**src/rtl/seven_seg_scanner.sv**
```systemverilog
// Four-digit multiplexed seven-segment scanner.
// Each digit slot is BLANK_CYCLES dark cycles followed by a lit SHOW phase,
// REFRESH_DIV cycles in total. Four slots form a frame. The displayed data
// comes from a shadow register that changes only at a frame start, so the
// digits in one frame always belong to the same captured value.
//
// Load interface: load is a one-cycle strobe with no ready/backpressure.
// The block accepts value/dp/lz_en on every cycle where load = 1. A newer
// load overwrites an older one that has not yet reached the shadow.
module seven_seg_scanner #(
  parameter int REFRESH_DIV  = 100000,
  parameter int BLANK_CYCLES = 1000
) (
  input  logic        clk,
  input  logic        reset,
  input  logic        enable,
  input  logic        load,
  input  logic [15:0] value,
  input  logic [3:0]  dp,
  input  logic        lz_en,
  output logic [3:0]  digit_bin,
  input  logic [6:0]  seg_in,
  output logic [3:0]  an,
  output logic [6:0]  seg,
  output logic        dp_n,
  output logic        frame,
  output logic        state_dbg
);

  localparam int CW = $clog2(REFRESH_DIV);
  localparam logic [CW-1:0] SLOT_LAST  = CW'(REFRESH_DIV - 1);
  localparam logic [CW-1:0] BLANK_LAST = CW'(BLANK_CYCLES - 1);

  typedef enum logic {
    ST_BLANK = 1'b0,
    ST_SHOW  = 1'b1
  } state_t;

  state_t        state_q, state_d;
  logic [CW-1:0] cnt_q, cnt_d;
  logic [1:0]    idx_q, idx_d;
  logic          en_q;

  logic [15:0]   pend_value;
  logic [3:0]    pend_dp;
  logic          pend_lz;
  logic          pend_valid;

  logic [15:0]   sh_value;
  logic [3:0]    sh_dp;
  logic          sh_lz;

  logic          slot_end;
  logic          frame_start;
  logic [3:0]    suppress;

  logic [3:0]    an_d;
  logic [6:0]    seg_d;
  logic          dpn_d;

  assign state_dbg = (state_q == ST_SHOW);
  assign slot_end  = (cnt_q == SLOT_LAST);

  // A frame starts when the last slot of digit 3 ends, or on the first
  // enabled cycle after enable was low (that cycle holds the scan at start).
  assign frame_start = enable &
                       (~en_q | ((state_q == ST_SHOW) & slot_end & (idx_q == 2'd3)));

  // Leading-zero suppression: digit i is dark when it and every digit to
  // its left are zero. Digit 0 always shows so a zero value reads "0".
  assign suppress[0] = 1'b0;
  assign suppress[1] = sh_lz & (sh_value[15:4]  == 12'h000);
  assign suppress[2] = sh_lz & (sh_value[15:8]  == 8'h00);
  assign suppress[3] = sh_lz & (sh_value[15:12] == 4'h0);

  // Nibble of the digit currently being scanned, for the external decoder.
  always_comb begin
    digit_bin = sh_value[3:0];
    case (idx_q)
      2'd0:    digit_bin = sh_value[3:0];
      2'd1:    digit_bin = sh_value[7:4];
      2'd2:    digit_bin = sh_value[11:8];
      default: digit_bin = sh_value[15:12];
    endcase
  end

  // Scan state register (state, slot counter, digit index, enable history).
  always_ff @(posedge clk) begin
    if (reset) begin
      state_q <= ST_BLANK;
      cnt_q   <= '0;
      idx_q   <= 2'd0;
      en_q    <= 1'b0;
    end else begin
      state_q <= state_d;
      cnt_q   <= cnt_d;
      idx_q   <= idx_d;
      en_q    <= enable;
    end
  end

  // Next-state logic: held at BLANK/0/0 while disabled and on the restart cycle.
  always_comb begin
    state_d = state_q;
    cnt_d   = cnt_q;
    idx_d   = idx_q;
    if (!enable || !en_q) begin
      state_d = ST_BLANK;
      cnt_d   = '0;
      idx_d   = 2'd0;
    end else begin
      case (state_q)
        ST_BLANK: begin
          cnt_d = cnt_q + CW'(1);
          if (cnt_q == BLANK_LAST) state_d = ST_SHOW;
        end
        default: begin
          if (slot_end) begin
            state_d = ST_BLANK;
            cnt_d   = '0;
            idx_d   = idx_q + 2'd1;
          end else begin
            cnt_d = cnt_q + CW'(1);
          end
        end
      endcase
    end
  end

  // Output decode from the current scan state; only one anode can be low.
  always_comb begin
    an_d  = 4'hF;
    seg_d = 7'h7F;
    dpn_d = 1'b1;
    if (enable && (state_q == ST_SHOW)) begin
      an_d  = ~(4'b0001 << idx_q);
      seg_d = suppress[idx_q] ? 7'h7F : ~seg_in;
      dpn_d = ~sh_dp[idx_q];
    end
  end

  // Registered pin drivers and frame pulse.
  always_ff @(posedge clk) begin
    if (reset) begin
      an    <= 4'hF;
      seg   <= 7'h7F;
      dp_n  <= 1'b1;
      frame <= 1'b0;
    end else begin
      an    <= an_d;
      seg   <= seg_d;
      dp_n  <= dpn_d;
      frame <= frame_start;
    end
  end

  // Pending/shadow data path: loads land in pending, which moves to the
  // shadow only at a frame start; a load on the frame-start cycle bypasses.
  always_ff @(posedge clk) begin
    if (reset) begin
      pend_value <= 16'h0000;
      pend_dp    <= 4'h0;
      pend_lz    <= 1'b0;
      pend_valid <= 1'b0;
      sh_value   <= 16'h0000;
      sh_dp      <= 4'h0;
      sh_lz      <= 1'b0;
    end else if (load && frame_start) begin
      sh_value   <= value;
      sh_dp      <= dp;
      sh_lz      <= lz_en;
      pend_valid <= 1'b0;
    end else begin
      if (frame_start && pend_valid) begin
        sh_value   <= pend_value;
        sh_dp      <= pend_dp;
        sh_lz      <= pend_lz;
        pend_valid <= 1'b0;
      end
      if (load) begin
        pend_value <= value;
        pend_dp    <= dp;
        pend_lz    <= lz_en;
        pend_valid <= 1'b1;
      end
    end
  end

endmodule

```
**config.mk**
```make
export PLATFORM = sky130hd
export DESIGN_NAME = seven_seg_scanner
export DESIGN_NICKNAME = d
export VERILOG_FILES = /design/src/rtl/seven_seg_scanner.sv
export SDC_FILE = /design/constraint.sdc
export NUM_CORES = 1
export LEC_CHECK = 0
export BUFFER_PORTS_ARGS = -buffer_cell sky130_fd_sc_hd__buf_4
export CAP_MARGIN = 20
export CORE_UTILIZATION = 42
export CTS_BUF_LIST = sky130_fd_sc_hd__clkbuf_16
export DETAILED_ROUTE_END_ITERATION = 7
export MAX_ROUTING_LAYER = met4
export PLACE_DENSITY = 0.72
export SLEW_MARGIN = 20
export SYNTH_ARGS = -nofsm -noshare
export SYNTH_HDL_FRONTEND = slang
export SYNTH_SLANG_ARGS = --single-unit
```
**constraint.sdc**
```tcl
create_clock -name clk -period 2.6 [get_ports clk]
set_input_delay 0.39 -clock clk [delete_from_list [all_inputs] [get_ports clk]]
set_output_delay 0.39 -clock clk [all_outputs]
set_load 0.05 [all_outputs]
```
Yosys cells after proc, flatten, opt, wreduce, memory -nomap -nowiden
Cells that the tools add are included.
W data, S select, Z words.
- register bits: 77
- bits of input ports: 32
- word-level logic and storage cells: 73
- add/sub/neg operators: 2
- order comparisons: 1
- eq/ne operators: 5
- shift-type cells: 1
- muxes and demuxes: 18
- bitwise operators: 13
- reduce and logical (&&, ||, !) cells: 18
- operators by type and width (kind ; number):
    $mux W17 ; 2
    $mux W16 ; 2
    $add A17 B1 Y17 const B ; 1
    $eq A17 B10 Y1 const B ; 1
    $eq A17 B17 Y1 const B ; 1
    $logic_not A12 Y1 ; 1
    $pmux W4 S3 ; 1
    $mux W1 ; 9
    $logic_not A8 Y1 ; 1
    $mux W4 ; 2
    $not A7 Y7 ; 1
    $and A1 B1 Y1 ; 6
    $reduce_or A2 Y1 ; 3
    $bmux W1 S2 ; 2
    $eq A2 B2 Y1 const B ; 2
    $logic_not A4 Y1 ; 1
    $not A1 Y1 ; 4
    $not A4 Y4 ; 1
    $reduce_and A2 Y1 ; 2
    $reduce_bool A2 Y1 ; 2
    $shl A1 B2 Y4 const A ; 1
    $logic_and A1 B1 Y1 ; 3
    $lt A2 B3 Y1 const B ; 1
    $reduce_or A3 Y1 ; 1
    6 further kinds ; 7

Depth between registers and ports, before layout
Gate-level depths: netlist of the first run.
- depth after elaboration: 8
- mapped depth: 7
- mapped depth without buffers: 6

Worst setup path after synthesis of the first run
OpenSTA, ideal clock, no wires.
- path kind: register -> register
- start point: register cnt_q[13]
- end point: register sh_value[15]
- setup time: 0.117 ns
- arrival: 2.073 ns
- required time: 2.483 ns
- path slack: 0.410 ns
- cell stages (with the launch flop): 7
- clock period less this slack: 2.190 ns
- cells stage by stage: dfxtp_1 > or4_4 > nor4_4 > a31oi_2 > o31a_1 > buf_6 > a32o_1
- cells in the longest elaborated chain, start to end: 7
- RTL lines (what ; line ; RTL):
    start: declaration ; 40 ; logic [CW-1:0] cnt_q, cnt_d;
    start signal: assignment ; 96 ; cnt_q <= cnt_d;
    $eq A17 B17 Y1 * ; 62 ; assign slot_end = (cnt_q == SLOT_LAST);
    $and A1 B1 Y1 * (2 in a row) ; 67 ; (~en_q | ((state_q == ST_SHOW) & slot_end & (idx_q == 2'd3)));
    $or A1 B1 Y1 * ; 67 ;
    $and A1 B1 Y1 * ; 66 ; assign frame_start = enable &
    $logic_and A1 B1 Y1, on equally long branches ; 168, 174 ;
    $mux W16 / $reduce_bool A2 Y1 (equally long branches) ; - ;
    end signal: assignment ; 169 ; sh_value <= value;
    end signal: assignment ; 175 ; sh_value <= pend_value;
    end: declaration ; 49 ; logic [15:0] sh_value;
Mark *: on every way between the ends. The rest lies on a longest branch, timed or not.
A chain may end at the register's enable or synchronous reset.

Worst setup path after layout of the first run
- start point: register idx_q[0]
- end point: output digit_bin[0]
- cells in the longest elaborated chain, start to end: 2
- RTL lines (what ; line ; RTL):
    start: declaration ; 41 ; logic [1:0] idx_q, idx_d;
    start signal: assignment ; 97 ; idx_q <= idx_d;
    $eq A2 B2 Y1 (tied with other cells) ; 79 ; case (idx_q)
    $pmux W4 S3 * ; 79 ;
    end: declaration ; 21 ; output logic [3:0] digit_bin,
Marks and branches as above.

==> impl_results.md, run 1 <==
* Hold_buf cts at 0
* I/O Buffers at 49
* CORE AREA at around 0.0073 mm²
* Clock latency at the later pin of the worst-skew pair at ~330 ps
* Ys flop type: dfxtp_1
* Clock Pin Slew Worst Setup and Hold Paths at about 50 ps
* Synth async-reset ratio at 0
* Die X at about 90 µm
* Hold Path Class: in -> reg
* Pin count of the biggest net entering global routing at 26
* Final GP Congestion at ~0.84
* Resized Gates After CTS at 0
* Final Max Slew Viols at 0
* Remaining Overflow, GRT at 0
* MaxCap Viol Count at 0
* Synth top area share at 0.4768
* Synth warn at 0
* Fmax at between 300 and 400 MHz
* Fill count at 653
* Dpl hpwl at 4624 µm
* Routed wire length at ~7000 µm
* Largest area contributor in the netlist: dfxtp_1
* Diodes inserted at 0
* CP Data Required Time at ~2200 ps
* Layout area overhead at 24.54%
* Die ar. at about 0.008 mm²
* Flops & latches, synth at 77
* Syn nets at ~370
* Layout cell share with drive strength beyond 1 at 0.2461
* Vias per std cell at between 5 and 6
* First-pass DRT Iterations at 4
* Worst slew pin tran at approximately 840 ps
* Worst VDD drop at 0.3860 mV
* Tcrit/Tclk final at 0.9634
* Cells after DPL at about 470
* Layout Nets at ~420
* Rows at 31
* # setup viols final at 0
* Antenna viol nets, final at 0
* Post-Syn Instances at roughly 330
* CP Launch Type: register
* Initial antenna violation count at 0
* Synth cell types at 35
* Starting Density at 0.4410
* Crit. End Element: output port
* Number of synthesized flops with an enable pin at 0
* Power Dens Cells at roughly 700 mW/mm²
* Die height at about 90 µm
* DR vias at between 2,000 and 2,500
* Crit path time final at between 2000 and 3000 ps
* Setup TNS at 0 ps
* Post-Syn Area at about 0.0032 mm²
* Relative slew slack at 0.4371
* Synth Area per Inst at between 9 and 10 µm²
* I/O Pins at 50
* Status: finished clean
* First-pass GRT wire length at roughly 12,000 µm
* Synth area leaders: dfxtp_1 48%, mux2i_1 7.7%, a32o_1 6.8%
* Sequential share of the synthesized area at 0.4768
* Number of global-route vias before repair at roughly 2,500
* CTS tree: built
* DRC viols at 0
* Post-CTS Setup Inserts at 0
* GRT Overall Usage at 0.1868
* Largest fanout on the critical path at 7
* Lkg Pwr at roughly 0.0016 µW
* Final Hold Vio Count at 0
* DR WL/cell at between 10 and 15 µm
* Inserted Clock Buffers at 9
* Clock Skews at 2.922 ps
* CTS max path bufs at 2
* Critical path class: reg -> out
* Clock sinks at 77
* CP arrival at ~2100 ps
* H-tree depth at 3
* RSZ-0062 raised after global routing: false
* Initial DRC Count at about 110
* Finished Layout Cells at 485
* Clock root cell: clkbuf_16
critical path, cell delays in order (launching register included):
cell and delay (ps):
dfxtp_1 470, inv_1 150, ha_1 290, a222oi_1 470, mux2i_1 190, buf_4 230
area by class of cell:
type	instances	area (µm²)	share of cell area
clock buffer	9	225.2	0.05594
clock inverter	7	106.4	0.02641
inverter	13	48.80	0.01212
multi-input combinational	226	1575	0.3912
sequential	77	1541	0.3828
tap	99	123.9	0.03076
timing repair buffer	54	405.4	0.1007
synth_stat cells (2+ instances only):
cell type and n:
a222oi_1 4, mux2i_1 25, and3_1 4, o31a_1 2, nor2_1 48, buf_6 2, nor4_1 4, nand3_1 7
nand4_1 5, inv_1 13, ha_1 6, a21oi_1 2, dfxtp_1 77, a32o_1 22, xor2_1 7, clkbuf_1 9
nor3_1 2, xnor2_1 9, nand2b_1 22, buf_2 5, or2_2 22, nand2_1 23
registers in the layout, indices dropped and copies added, names as in the netlist:
register    flops
sh_dp           4
pend_lz         1
an              4
idx_q           2
pend_valid      1
state_dbg       1
dp_n            1
cnt_q          17
en_q            1
seg             7
pend_value     16
sh_lz           1
sh_value       16
frame           1
pend_dp         4
worst paths after layout:
check,end,cells after the start,slack (ps),start
max,digit_bin[0],5,100,idx_q[0]
min,seg[3],2,220,seg_in[3]
max reg2reg,sh_value[15],5,220,cnt_q[14]
min reg2reg,cnt_q[0],1,440,cnt_q[0]
report_power, final:
part	switching [µW]	internal [µW]	total, µW
Sequential	18.9	1210	1230
Combinational	103	103	206
Clock	446	924	1370
per-stage QoR:
stage	hold slack (ps)	setup slack [ps]	cell area, µm²	power (µW)	util
2_1_floorplan	417.5	409.6	3233	1388	-
3_3_place_gp	431.3	261.6	3695	1459	0.5040
3_5_place_dp	434.5	232.3	3695	1463	0.5040
4_1_cts	212.5	105.1	4026	2841	0.5492
5_1_grt	216.6	26.72	4026	2910	0.5492
6_report	218.9	95.10	4026	2809	0.5492
logic make-up after synthesis:
group                      synth area share
and+or+nand+nor                      0.2310
DFF                                  0.4768
buffers and inverters               0.04141
adders and majority gates           0.02322
xor gates and xnor gates            0.04335
AOI/OAI and AO/OA                   0.09985
muxes                               0.08436
layer usage:
| layer | share of wire | wire length, µm | vias up | global-route usage |
|---|---|---|---|---|
| li1 | - | - | 1254 | - |
| met4 | 0.021 | 145 | 0 | 0.08060 |
| met2 | 0.46 | 3119 | 57 | 0.2853 |
| met1 | 0.48 | 3271 | 1150 | 0.2351 |
| met3 | 0.046 | 318 | 13 | 0.04569 |
| met5 | 0 | 0 | - | - |
cell usage in the layout, fill, tap and decap left out, drive strengths merged, types with 3 or more instances in the layout:
master | synthesis | final
nor3 | 3 | 3
nand2b | 22 | 22
a32o | 22 | 22
a222oi | 4 | 4
inv | 13 | 15
or2 | 22 | 22
nand2 | 23 | 23
clkbuf | 9 | 9
xor2 | 7 | 7
mux2i | 25 | 25
and3 | 4 | 4
ha | 6 | 6
buf | 8 | 54
dfxtp | 77 | 77
nor4 | 5 | 5
nand3 | 7 | 7
xnor2 | 9 | 9
nor2 | 48 | 48
bufinv | 0 | 3
nand4 | 5 | 5
(Power assumes the default switching activity.)
==> inputs of run 2 (changes only) <==
CORE_MARGIN = 1.5   (was default)
==> impl_results.md, run 2 (synthesized netlist as in run 1, its figures left out) <==
* First-pass DRT Iterations at 4 (unchanged)
* I/O Buffers at 49 (unchanged)
* Critical path class: reg -> out
* Routed length on met3 at 299 µm (-6.0%)
* Inserted Clock Buffers at 9 (unchanged)
* Pin count of the biggest net entering global routing at 26 (unchanged)
* # setup viols final at 0 (unchanged)
* Cell breakdown of the critical path: inv_1 -> ha_1 -> a222oi_1 -> mux2i_1 -> buf_4
* Register share of total power at 0.420 (-0.019)
* Hold Path Class: in -> reg
* Die X at 90.74 µm (+1.1%)
* Clock latency at the later pin of the worst-skew pair at 330 ps (about the same)
* Combinational cell fraction of total power at 0.070 (-0.003)
* Placed Area at 0.003695 mm² (unchanged)
* CORE AREA at 0.007331 mm² (unchanged)
* CP Launch Type: register
* Relative slew slack at 0.4422 (+0.005097)
* DR WL/cell at 13.71 µm (-3.0%)
* Layout area overhead at 25.46%
* Antenna viol nets, final at 0 (unchanged)
* CTS max path bufs at 2 (unchanged)
* Clock sinks at 77 (unchanged)
* Number of global-route vias before repair at 2,490 (-0.040%)
* Family with the most delay on the worst path: flip-flops
* CTS tree: built
* Vias per std cell at 5.165 (+1.3%)
* Clock Skews at 8.636 ps (+5.714 ps)
* Final GP Congestion at 0.8069 (-3.5%)
* Buf/Inv on CP at 2 (unchanged)
* Worst r2r src: cnt_q[13]
* Diodes inserted at 0 (unchanged)
* Clock root cell: clkbuf_16
* GRT Overall Usage at 0.1788 (-0.008002)
* Fill count at 648 (-0.77%)
* Rows at 31 (unchanged)
* Clock power frac at 0.510 (+0.022)
* Remaining Overflow, GRT at 0 (unchanged)
* Net Sw Frac at 0.1992 (-0.002731)
* I/O Pins at 50 (unchanged)
* Worst VDD drop at 0.3593 mV (-6.9%)
* Internal at 2347 µW (+4.7%)
* Post-CTS Setup Inserts at 0 (unchanged)
* H-tree depth at 3 (unchanged)
* First-pass GRT wire length at 11,590 µm (-1.0%)
* Crit. End Element: output port
* Routed wl met2 at 2984 µm (-4.3%)
* Area of the multi-input gates at 0.001575 mm² (unchanged)
* Max reg flops at 17 (unchanged)
* Fmax at 420.0 MHz (+5.2%)
* M1 WL at 3230 µm (-1.3%)
* Slowest cell on the critical path: dfxtp_1
* Initial DRC Count at 158 (+45%)
* RSZ-0062 raised after global routing: false
* Total power draw at 2931 µW (+4.3%)
* Resized Gates After CTS at 0 (unchanged)
* Die height at 90.74 µm (+1.1%)
* Biggest regs: cnt_q (17), pend_value (16), sh_value (16)
* Initial antenna violation count at 0 (unchanged)
* Commonest non-fill, non-tap cell in the layout: dfxtp_1
* DR vias at 2,500 (+1.1%)
* CP Launch Point: idx_q[0]
* Biggest register: cnt_q
* Layout cell share with drive strength beyond 1 at 0.2519 (+0.005834)
* Routed wire length at 6636 µm (-3.2%)
* Final Hold Vio Count at 0 (unchanged)
* Clock Pin Slew Worst Setup and Hold Paths at 50 ps (about the same)
* Setup TNS at 0 ps (unchanged)
* Top layer in use: met4
* Final Instance Area at 0.004056 mm² (+0.75%)
* Power Dens Cells at 722.5 mW/mm² (+3.6%)
* MaxCap Viol Count at 0 (unchanged)
* NetSw at 583.7 µW (+2.9%)
* Layout Nets at 419 (unchanged)
* Die ar. at 0.008233 mm² (+2.2%)
* Reg area at 0.001541 mm² (unchanged)
* Hold path start: seg_in[5]
* Largest stage delay on the critical path at 450 ps (-20 ps)
* Tcrit/Tclk final at 0.9156 (-0.04778)
* Worst slew pin tran at 836.7 ps (-7.646 ps)
* Status: finished clean
* Starting Density at 0.4410 (unchanged)
* Lkg Pwr at 0.001597 µW (+0.14%)
* Dpl hpwl at 4609 µm (-0.32%)
* CP arrival at 1990 ps (-120 ps)
* CP Data Required Time at 2210 ps (about the same)
* Crit path time final at 2381 ps (-124.2 ps)
* Commonest cells after routing, fill and taps aside: 77 x dfxtp_1, 54 x buf_4, 48 x nor2_1, 25 x mux2i_1, 23 x nand2_1
* DRC viols at 0 (unchanged)
* Final Max Slew Viols at 0 (unchanged)
* Hold_buf cts at 0 (unchanged)
* Largest fanout on the critical path at 7 (unchanged)
run 2: cell types whose count changed in the layout (fill, tap and decap cells not counted):
cell | previous run | this run
bufinv_16 | 3 | 4
clkinv_2 | 1 | 0
inv_1 | 15 | 13
clkinv_1 | 1 | 0
clkinvlp_4 | 0 | 1
clkinv_4 | 0 | 1
run 2: path summary, 6_finish.rpt:
| kind | endpoint | slack, ps | cells past startpoint |
|---|---|---|---|
| worst max-delay path | digit_bin[1] | 220 | 5 |
| worst min-delay path | seg[5] | 220 | 2 |
| worst max register to register | sh_value[0] | 230 | 5 |
| worst min register to register | cnt_q[0] | 450 | 1 |
run 2: layer usage:
| metal | GRT usage | up-vias |
|---|---|---|
| met1 | 0.2296 | 1187 |
| li1 | - | 1249 |
| met2 | 0.2757 | 54 |
| met5 | - | - |
| met4 | 0.07143 | 0 |
| met3 | 0.03451 | 10 |
run 2: stage by stage:
step,std cells,utilization,hold WS (ps),setup slack [ps]
after floorplan,333,-,417.5,409.6
after global placement,469,0.5040,431.5,266.6
after detailed placement,469,0.5040,443.9,212.5
after CTS,484,0.5533,212.6,202.3
after global routing,484,0.5533,212.4,111.6
final,484,0.5533,221.4,219.3
run 2: power by group through the flow:
stage	clock [µW]	sequential [µW]	combinational (µW)
floorplan	0	1250	134
global placement	0	1260	202
detailed placement	0	1260	206
CTS	1520	1230	207
global route	1580	1240	226
finish	1490	1230	205
run 2: layout make-up:
| cell class | instances | share of cell area |
|---|---|---|
| well taps | 99 | 0.03054 |
| multi-input cells | 226 | 0.3883 |
| clock inverters | 6 | 0.03362 |
| flip-flops and latches | 77 | 0.3800 |
| inverters | 13 | 0.01203 |
| repair buffers | 54 | 0.09994 |
| clock buffers | 9 | 0.05552 |
==> inputs of run 3 (changes only) <==
RECOVER_POWER = 100   (was default)
==> impl_results.md, run 3 (synthesized netlist as in run 1, its figures left out) <==
* M1 WL at 3200 µm (-0.93%)
* Power Dens Cells at 736.3 mW/mm² (+1.9%)
* WHS Path Cells at 2 (unchanged)
* Worst Reg-to-Reg Cells at 5 (unchanged)
* CORE AREA at 0.007331 mm² (unchanged)
* RSZ-0062 raised after global routing: false
* Combinational cell fraction of total power at 0.069 (about the same)
* Antenna viol nets, final at 0 (unchanged)
* Remaining Overflow, GRT at 0 (unchanged)
* Die ar. at 0.008233 mm² (unchanged)
* GRT Overall Usage at 0.1788 (unchanged)
* Slowest cell on the critical path: dfxtp_1
* Post-layout util at 0.5426 (-0.01075)
* CP Launch Type: register
* First-pass DRT Iterations at 5 (+1)
* Commonest non-fill, non-tap cell in the layout: dfxtp_1
* Diodes inserted at 0 (unchanged)
* Hold Path Class: in -> reg
* Die height at 90.74 µm (unchanged)
* Routed length on met3 at 361 µm (+21%)
* Relative slew slack at 0.2440 (-0.1982)
* Setup TNS at 0 ps (unchanged)
* Initial antenna violation count at 0 (unchanged)
* Final Hold Vio Count at 0 (unchanged)
* Routed wire length at 6684 µm (+0.72%)
* Biggest regs: cnt_q (17), pend_value (16), sh_value (16)
* I/O Pins at 50 (unchanged)
* Pin count of the biggest net entering global routing at 26 (unchanged)
* Resized Gates After CTS at 0 (unchanged)
* Cell breakdown of the critical path: inv_1 -> ha_1 -> a222oi_1 -> mux2i_1 -> clkbuf_2
* Clock sinks at 77 (unchanged)
* Max reg flops at 17 (unchanged)
* Hold path start: seg_in[3]
* Clock latency at the later pin of the worst-skew pair at 330 ps (about the same)
* Register share of total power at 0.421 (about the same)
* Biggest register: cnt_q
* MaxCap Viol Count at 0 (unchanged)
* Critical path class: reg -> out
* CTS max path bufs at 2 (unchanged)
* DR vias at 2,530 (+1.2%)
* Crit path time final at 2409 ps (+28.75 ps)
* Layout area overhead at 23.03%
* Dpl hpwl at 4609 µm (unchanged)
* Vias per std cell at 5.227 (+1.2%)
* Commonest cells after routing, fill and taps aside: 77 x dfxtp_1, 48 x nor2_1, 32 x buf_4, 25 x mux2i_1, 23 x nand2_1
* Clock root cell: clkbuf_16
* Worst R2R Setup Slack at 210 ps (-20 ps)
* Largest fanout on the critical path at 7 (unchanged)
* NetSw at 584.8 µW (+0.18%)
* Final GP Congestion at 0.8069 (unchanged)
* Clock Skews at 8.251 ps (-0.3851 ps)
* Routed wl met2 at 2998 µm (+0.47%)
* Total power draw at 2929 µW (about the same)
* Internal at 2344 µW (-0.13%)
* Hold endpoint: seg[3]
* CTS tree: built
* Initial DRC Count at 133 (-16%)
* Hold_buf cts at 0 (unchanged)
* CP Data Required Time at 2210 ps (about the same)
* Top layer in use: met4
* Layout Nets at 419 (unchanged)
* Clock power frac at 0.510 (about the same)
* Crit. End Element: output port
* Lkg Pwr at 0.001541 µW (-3.5%)
* Final Max Slew Viols at 0 (unchanged)
* Largest stage delay on the critical path at 450 ps (about the same)
* Status: finished clean
* First-pass GRT wire length at 11,590 µm (unchanged)
* Fill count at 676 (+4.3%)
* Clock Pin Slew Worst Setup and Hold Paths at 50 ps (about the same)
* Reg2reg end: sh_value[0]
* # setup viols final at 0 (unchanged)
* Worst VDD drop at 0.3606 mV (+0.36%)
* H-tree depth at 3 (unchanged)
* Inserted Clock Buffers at 9 (unchanged)
* CP arrival at 2020 ps (+30 ps)
* Fmax at 415.0 MHz (-1.2%)
* Net Sw Frac at 0.1997 (+0.0004983)
* I/O Buffers at 49 (unchanged)
* Rows at 31 (unchanged)
* Tcrit/Tclk final at 0.9267 (+0.01106)
* DR WL/cell at 13.81 µm (+0.72%)
* DRC viols at 0 (unchanged)
* Starting Density at 0.4410 (unchanged)
* Number of global-route vias before repair at 2,490 (unchanged)
* Die X at 90.74 µm (unchanged)
* Layout cell share with drive strength beyond 1 at 0.2078 (-0.04416)
* Worst slew pin tran at 1134 ps (+297.3 ps)
* Post-CTS Setup Inserts at 0 (unchanged)
* Worst r2r src: cnt_q[13]
run 3: worst max-delay path by stage:
stage / start / end / slack [ps] / cells past startpoint
2_1_floorplan: cnt_q[13] / sh_value[15] / 410 / 6
3_3_place_gp: cnt_q[14] / sh_value[12] / 270 / 5
3_5_place_dp: cnt_q[13] / sh_value[13] / 210 / 5
4_1_cts: cnt_q[13] / sh_value[13] / 200 / 5
5_1_grt: idx_q[0] / digit_bin[1] / 60 / 5
6_report: idx_q[0] / digit_bin[1] / 190 / 5
run 3: layout make-up:
| class | count | area (µm²) | area share |
|---|---|---|---|
| clock buffer | 9 | 225.2 | 0.05662 |
| clock inverter | 6 | 136.4 | 0.03429 |
| inverter | 13 | 48.80 | 0.01227 |
| multi-input combinational | 226 | 1569 | 0.3945 |
| sequential | 77 | 1541 | 0.3875 |
| tap | 99 | 123.9 | 0.03114 |
| timing repair buffer | 54 | 332.8 | 0.08367 |
run 3: metal layers:
| layer | up-vias | GRT usage |
|---|---|---|
| met2 | 66 | 0.2757 |
| met3 | 10 | 0.03451 |
| met1 | 1203 | 0.2296 |
| met4 | 0 | 0.07143 |
| li1 | 1251 | - |
| met5 | - | - |
run 3: critical path, delay by kind of cell (launching register included):
kind / cells / cell delay, ps
buffers and inverters: 2 / 400
DFF: 1 / 450
adders and majority gates: 1 / 290
AOI/OAI and AO/OA: 1 / 390
muxes: 1 / 160
run 3: power by group through the flow:
| stage | logic (µW) | registers (µW) | clock network [µW] |
|---|---|---|---|
| after detailed placement | 206 | 1260 | 0 |
| after global routing | 223 | 1240 | 1580 |
| after floorplan | 134 | 1250 | 0 |
| after global placement | 202 | 1260 | 0 |
| after CTS | 207 | 1230 | 1520 |
| final | 202 | 1230 | 1490 |
run 3: through the flow:
step           worst slack (ps)  hold WS, ps  area, µm²  cells
2_1_floorplan             409.6        417.5       3233    333
3_3_place_gp              266.6        431.5       3695    469
3_5_place_dp              212.5        443.9       3695    469
4_1_cts                   202.3        212.6       4056    484
5_1_grt                   61.34        212.4       3978    484
6_report                  190.6        219.8       3978    484
